**config.mk**
```make
export PLATFORM = sky130hd
export DESIGN_NAME = if_stream_loader_flat
export DESIGN_NICKNAME = d
export VERILOG_FILES = /design/src/rtl/if_stream_loader_if.sv /design/src/rtl/if_stream_loader.sv /design/src/flat_wrapper.sv
export SDC_FILE = /design/constraint.sdc
export NUM_CORES = 1
export LEC_CHECK = 0
export CAP_MARGIN = 20
export CORE_ASPECT_RATIO = 0.5
export CORE_MARGIN = 3
export CORE_UTILIZATION = 57
export CTS_CLUSTER_DIAMETER = 200
export CTS_CLUSTER_SIZE = 25
export DETAILED_ROUTE_END_ITERATION = 7
export HOLD_SLACK_MARGIN = 0.1
export PLACE_DENSITY_LB_ADDON = 0.1
export SLEW_MARGIN = 20
export SYNTH_ARGS = -nofsm -noshare
export SYNTH_HDL_FRONTEND = slang
export SYNTH_SLANG_ARGS = --single-unit
```
**constraint.sdc**
```tcl
create_clock -name clk -period 5.3 [get_ports clk]
set_clock_uncertainty 0.1 [all_clocks]
set_input_delay 1.06 -clock clk [delete_from_list [all_inputs] [get_ports clk]]
set_output_delay 1.06 -clock clk [all_outputs]
set_load 0.05 [all_outputs]
```
**src/rtl/if_stream_loader_if.sv**
```systemverilog
// Loader bus bundle: source memory read port plus IF buffer write port.
// master = loader side, slave = memory / buffer side.
interface if_stream_loader_if #(
    parameter int DATA_WIDTH = 8,
    parameter int PAR_WRITE  = 2,
    parameter int ADDR_WIDTH = 10
);
    logic                                mem_ren;
    logic [ADDR_WIDTH-1:0]               mem_addr;
    logic [DATA_WIDTH-1:0]               mem_rdata;
    logic                                IF_full;
    logic                                IF_wen;
    logic [PAR_WRITE*(DATA_WIDTH+2)-1:0] IF_din;

    modport master (
        output mem_ren, mem_addr,
        input  mem_rdata,
        input  IF_full,
        output IF_wen, IF_din
    );

    modport slave (
        input  mem_ren, mem_addr,
        output mem_rdata,
        output IF_full,
        input  IF_wen, IF_din
    );
endinterface

```
**src/rtl/if_stream_loader.sv**
```systemverilog
// Streams row-structured words from a 1-cycle-latency memory into the
// IF buffer, PAR_WRITE lanes per write, tagging start/end of each row.
module if_stream_loader #(
    parameter int DATA_WIDTH = 8,
    parameter int PAR_WRITE  = 2,
    parameter int ADDR_WIDTH = 10,
    parameter int LEN_WIDTH  = 8
) (
    input  logic                  clk,
    input  logic                  rst,
    input  logic                  start,
    input  logic [ADDR_WIDTH-1:0] base_addr,
    input  logic [LEN_WIDTH-1:0]  row_len,
    input  logic [LEN_WIDTH-1:0]  row_count,
    if_stream_loader_if.master    bus,
    output logic                  busy,
    output logic                  done,
    output logic                  err
);
    localparam int LW     = DATA_WIDTH + 2;
    localparam int IDX_W  = 2 * LEN_WIDTH;
    localparam int LANE_W = (PAR_WRITE > 1) ? $clog2(PAR_WRITE) : 1;

    typedef enum logic [2:0] {IDLE, FETCH, DRAIN, WRITE, DONE} state_e;

    state_e                        state_q, state_d;
    logic [ADDR_WIDTH-1:0]         base_q, base_d;
    logic [LEN_WIDTH-1:0]          len_q, len_d;
    logic [IDX_W-1:0]              total_q, total_d;
    logic [IDX_W-1:0]              idx_q, idx_d;
    logic [LEN_WIDTH-1:0]          col_q, col_d;
    logic [LANE_W-1:0]             lane_q, lane_d;
    logic                          cap_vld_q, cap_vld_d;
    logic [LANE_W-1:0]             cap_lane_q, cap_lane_d;
    logic                          cap_sor_q, cap_sor_d;
    logic                          cap_eor_q, cap_eor_d;
    logic [PAR_WRITE-1:0][LW-1:0]  lanes_q, lanes_d;
    logic                          err_q, err_d;

    logic bad_req;
    logic col_last;
    logic lane_last;

    assign bad_req   = (row_len == '0) || (row_count == '0) ||
                       ((row_len % LEN_WIDTH'(PAR_WRITE)) != '0);
    assign col_last  = (col_q == len_q - LEN_WIDTH'(1));
    assign lane_last = (lane_q == LANE_W'(PAR_WRITE - 1));

    assign busy         = (state_q != IDLE);
    assign done         = (state_q == DONE);
    assign err          = err_q;
    assign bus.mem_ren  = (state_q == FETCH);
    assign bus.mem_addr = (state_q == FETCH) ?
                          base_q + ADDR_WIDTH'(idx_q) : '0;
    assign bus.IF_wen   = (state_q == WRITE) && !bus.IF_full;
    assign bus.IF_din   = lanes_q;

    always_comb begin
        state_d    = state_q;
        base_d     = base_q;
        len_d      = len_q;
        total_d    = total_q;
        idx_d      = idx_q;
        col_d      = col_q;
        lane_d     = lane_q;
        cap_vld_d  = 1'b0;
        cap_lane_d = cap_lane_q;
        cap_sor_d  = cap_sor_q;
        cap_eor_d  = cap_eor_q;
        lanes_d    = lanes_q;
        err_d      = 1'b0;

        // Read data lands one cycle after its strobe; park it in its lane.
        for (int i = 0; i < PAR_WRITE; i++) begin
            if (cap_vld_q && cap_lane_q == LANE_W'(i)) begin
                lanes_d[i] = {cap_sor_q, cap_eor_q, bus.mem_rdata};
            end
        end

        unique case (state_q)
            IDLE: begin
                if (start) begin
                    if (bad_req) begin
                        err_d = 1'b1;
                    end else begin
                        base_d  = base_addr;
                        len_d   = row_len;
                        total_d = IDX_W'(row_len) * IDX_W'(row_count);
                        idx_d   = '0;
                        col_d   = '0;
                        lane_d  = '0;
                        state_d = FETCH;
                    end
                end
            end
            FETCH: begin
                cap_vld_d  = 1'b1;
                cap_lane_d = lane_q;
                cap_sor_d  = (col_q == '0);
                cap_eor_d  = col_last;
                col_d      = col_last ? '0 : col_q + LEN_WIDTH'(1);
                idx_d      = idx_q + IDX_W'(1);
                if (lane_last) begin
                    lane_d  = '0;
                    state_d = DRAIN;
                end else begin
                    lane_d = lane_q + LANE_W'(1);
                end
            end
            DRAIN: state_d = WRITE;
            WRITE: begin
                if (!bus.IF_full) begin
                    state_d = (idx_q == total_q) ? DONE : FETCH;
                end
            end
            DONE:    state_d = IDLE;
            default: state_d = IDLE;
        endcase
    end

    always_ff @(posedge clk) begin
        if (rst) begin
            state_q    <= IDLE;
            base_q     <= '0;
            len_q      <= '0;
            total_q    <= '0;
            idx_q      <= '0;
            col_q      <= '0;
            lane_q     <= '0;
            cap_vld_q  <= 1'b0;
            cap_lane_q <= '0;
            cap_sor_q  <= 1'b0;
            cap_eor_q  <= 1'b0;
            lanes_q    <= '0;
            err_q      <= 1'b0;
        end else begin
            state_q    <= state_d;
            base_q     <= base_d;
            len_q      <= len_d;
            total_q    <= total_d;
            idx_q      <= idx_d;
            col_q      <= col_d;
            lane_q     <= lane_d;
            cap_vld_q  <= cap_vld_d;
            cap_lane_q <= cap_lane_d;
            cap_sor_q  <= cap_sor_d;
            cap_eor_q  <= cap_eor_d;
            lanes_q    <= lanes_d;
            err_q      <= err_d;
        end
    end
endmodule

```
**src/flat_wrapper.sv**
```systemverilog
// flat-port wrapper written by rule: the top's interface ports become plain ports
module if_stream_loader_flat 
#(
    parameter int DATA_WIDTH = 8,
    parameter int PAR_WRITE  = 2,
    parameter int ADDR_WIDTH = 10,
    parameter int LEN_WIDTH  = 8
)
  (clk, rst, start, base_addr, row_len, row_count, busy, done, err, bus_mem_ren, bus_mem_addr, bus_mem_rdata, bus_IF_full, bus_IF_wen, bus_IF_din);
  if_stream_loader_if #(.DATA_WIDTH(DATA_WIDTH), .PAR_WRITE(PAR_WRITE), .ADDR_WIDTH(ADDR_WIDTH)) bus_i ();
  input  logic clk;
  input  logic rst;
  input  logic start;
  input  logic [ADDR_WIDTH-1:0] base_addr;
  input  logic [LEN_WIDTH-1:0] row_len;
  input  logic [LEN_WIDTH-1:0] row_count;
  output logic busy;
  output logic done;
  output logic err;
  output wire logic [$bits(bus_i.mem_ren)-1:0] bus_mem_ren;
  output wire logic [$bits(bus_i.mem_addr)-1:0] bus_mem_addr;
  input wire logic [$bits(bus_i.mem_rdata)-1:0] bus_mem_rdata;
  input wire logic [$bits(bus_i.IF_full)-1:0] bus_IF_full;
  output wire logic [$bits(bus_i.IF_wen)-1:0] bus_IF_wen;
  output wire logic [$bits(bus_i.IF_din)-1:0] bus_IF_din;
  assign bus_mem_ren = bus_i.mem_ren;
  assign bus_mem_addr = bus_i.mem_addr;
  assign bus_i.mem_rdata = bus_mem_rdata;
  assign bus_i.IF_full = bus_IF_full;
  assign bus_IF_wen = bus_i.IF_wen;
  assign bus_IF_din = bus_i.IF_din;
  if_stream_loader #(.DATA_WIDTH(DATA_WIDTH), .PAR_WRITE(PAR_WRITE), .ADDR_WIDTH(ADDR_WIDTH), .LEN_WIDTH(LEN_WIDTH)) u_core (.clk(clk), .rst(rst), .start(start), .base_addr(base_addr), .row_len(row_len), .row_count(row_count), .bus(bus_i), .busy(busy), .done(done), .err(err));
endmodule
```
==> results.md <==
* Seq/Total Area, Yosys at 0.276
* Initial core utilization at 0.602
* Wirelength per Cell at 14.9 um
* Peak VDD IR at 0.192 mV
* Status: complete, no violations
* H-tree Lvls at 3
* Final wirelength at 15100 um
* First-pass GRT wire length at roughly 26000 um
* Synth Area in Compound Gates at 0.112
* Worst-path clk slew at 0.07 ns
* Endpoint class of the critical path: register
* Post-synthesis simple-gate area fraction at 0.256
* CTS buffer count at 9
* Largest net degree at the start of global routing at 40
* Number of synthesized flops with an enable pin at 0
* Final GP Congestion at 0.885
* DIE HEIGHT at ~80 um
* Pwr/cell area at 307 mW/mm^2
* Critical Path AT at 5.25 ns
* Design Area, Final at slightly below 0.008 sq mm
* Synth Warn # at 0
* HP Class: register to register
* Final setup vio count at 0
* Path depth of the worst reg2reg path at 7
* Max Slew Vio Count at 0
* Mapped Cells at roughly 770
* Vias in the first global route at 5505
* Crit path max fanout at 7
* TritonCTS clock tree: yes
* Worst-Skew Late Latency at 0.34 ns
* Vias per std cell at 5.47
* Antenna violations before repair at 0
* Fin. Hold Viols at 0
* Synth async-reset ratio at 0
* DP Area at 0.00740 sq mm
* Crit share post-route at 0.958
* Worst slew pin tran at about 0.82 ns
* DRT antenna net count at 0
* Reg2Reg Capture Point: u_core.idx_q[14]
* Synth cell types at 55
* Most numerous cell in the Yosys netlist: nand2_1
* Drt pass-1 iters at 5
* Grt ovf at 0
* Routed vias at 5529
* Critical Path Source: row_len[3]
* Leak Pwr at 3.36 nW
* Die area at 0.0124 sq mm
* Top FF cell, synth: dfxtp_1
* Synth-to-Final Area Change at 22.8%
* Flop2flop setup slack at 2.75 ns
* Post-DP HPWL at roughly 11000 um
* Num rows at 26
* Core area at 0.0105 sq mm
* Critical Path RT at 5.47 ns
* CTS Buffer Depth at 2
* Die Wd at between 150 and 200 um
* # Post-CTS Setup Buffers at 0
* Xor/xnor share of the synthesized area at 0.0819
* Peak Freq at 197 MHz
* Mapped Area at 0.00631 sq mm
* Initial drt markers at approximately 340
* Setup CP Type: input port to register
* Worst hold margin at 0.355 ns
* Setup crit end: u_core.total_q[12]
* # DRC at 0
* N_diodes at 0
* RSZ-0062 raised after global routing: false
* Startpoint Class: input port
* Yosys top cell by area: dfxtp_1
* #FFs+latches synth at 87
* Top post-synthesis cells by count: 124 x nand2_1, 87 x dfxtp_1, 68 x a21oi_1
* Total global-route track usage at 0.256
* Max-Cap Viols at 0
* Adder-Cell Fraction of Synth Area at 0.215
* # nets final at 990
* Root Driver: clkbuf_16
* Slew HR at 0.453
* Post-synthesis mux area share at 0.00178
* IO Count at between 70 and 80
* Avg Inst Size Synth at 8.23 sq um
* Main combinational cell family by area after synthesis: simple AND/OR/NAND/NOR gates
* Share of the synthesized area in the top cell type at 0.276
* Post-layout min period at 5.08 ns
* IO Port Bufs at 72
* TNS Setup at 0 ns
* Syn Nets at around 890
* Reg2reg start: u_core.state_q[0]
* Synth area leaders: dfxtp_1 28%, fa_1 12%, ha_1 9.7%
* Ratio of cells with drive above 1 in the final layout at 0.0873
* CTS sink count at 87
metrics by stage:
step / utilization / power (mW) / worst slack (ns) / instances
2_1_floorplan: - / 1.35 / 0.305 / 767
3_3_place_gp: 0.707 / 1.65 / -0.201 / 995
3_5_place_dp: 0.707 / 1.67 / -0.281 / 995
4_1_cts: 0.739 / 2.38 / 0.0673 / 1011
5_1_grt: 0.740 / 2.55 / 0.000189 / 1011
6_report: 0.740 / 2.38 / 0.222 / 1011
area by class of cell:
cell class              instances  area [sq um]
clock buffers                   9           225
well taps                     140           175
multi-input cells             588          4200
clock inverters                 7           110
fillers                       834          2730
flip-flops and latches         87          1740
inverters                      64           243
repair buffers                116          1050
worst max-delay path, cell delays in order:
cell	delay (ns)
clkdlybuf4s50_1	0.58
nand2_1	0.11
fa_1	0.50
fa_1	0.49
inv_1	0.05
fa_1	0.53
inv_1	0.05
fa_1	0.53
inv_1	0.04
ha_1	0.32
nor3_1	0.25
nor2_1	0.08
a311oi_1	0.30
xnor2_1	0.15
nand2_1	0.06
a21oi_1	0.13
power by group:
| part | switching, mW | internal [mW] | total [mW] |
|---|---|---|---|
| Sequential | 0.0324 | 0.690 | 0.722 |
| Combinational | 0.493 | 0.457 | 0.950 |
| Clock | 0.285 | 0.425 | 0.710 |
| Total | 0.811 | 1.57 | 2.38 |
timing repair:
action	4_1_cts	5_1_grt
resized for setup	0	7
endpoints found under the setup margin	0	7
hold buffers	0	0
metal layers:
metal  part of all wire  routed length [um]  GRT usage
met5                  0                   0          0
met2               0.45                6810      0.433
met3              0.061                 922     0.0533
met1               0.47                7150      0.338
met4              0.012                 187     0.0634
cell usage in the layout, fill, tap and decap left out, types with 3 or more instances in the layout:
cell type,instances
nor3b_1,4
buf_4,44
nand3_1,11
clkdlybuf4s50_1,69
nor3_1,14
nor2_1,50
a211oi_1,5
nand3b_1,7
inv_1,62
o21bai_1,3
nor4_1,9
inv_8,3
o21a_1,3
o21ai_0,12
o211ai_1,4
ha_1,49
a21o_1,4
and3_1,9
nor2b_1,4
nand4_1,14
or3_1,4
and2_1,60
xor2_1,38
dfxtp_1,87
nand2b_1,3
xnor2_1,21
fa_1,37
a21oi_1,68
nand2_1,124
clkbuf_16,9
o21ai_1,3
how the worst min path moves through the flow:
stage	start	slack (ns)	endpoint	cells after the start
6_report	u_core.bus.IF_din[18]	0.36	u_core.bus.IF_din[18]	2
5_1_grt	u_core.bus.IF_din[7]	0.38	u_core.bus.IF_din[7]	2
4_1_cts	u_core.bus.IF_din[18]	0.36	u_core.bus.IF_din[18]	2
3_5_place_dp	u_core.bus.IF_din[9]	0.35	u_core.bus.IF_din[9]	2
3_3_place_gp	u_core.bus.IF_din[7]	0.34	u_core.bus.IF_din[7]	2
2_1_floorplan	u_core.base_q[0]	0.34	u_core.base_q[0]	2
cells by family (layout without fill, tap and decap cells):
| group | after synthesis | count (layout) |
|---|---|---|
| adders and majority gates | 86 | 86 |
| DFF | 87 | 87 |
| buffers and inverters | 92 | 196 |
| and+or+nand+nor | 324 | 324 |
| muxes | 1 | 1 |
| AOI/OAI and AO/OA | 118 | 118 |
| xor gates and xnor gates | 59 | 59 |
sequential cells by signal, summed over array words and instances, names as in the netlist:
register	cells
u_core.cap_sor_q	1
u_core.bus.IF_din	20
u_core.state_q	3
u_core.err	1
u_core.base_q	10
u_core.cap_lane_q	1
u_core.lane_last	1
u_core.idx_q	16
u_core.col_q	8
u_core.total_q	16
u_core.cap_eor_q	1
u_core.cap_vld_q	1
u_core.len_q	8
Note: power is estimated with default switching activity, not from simulation.
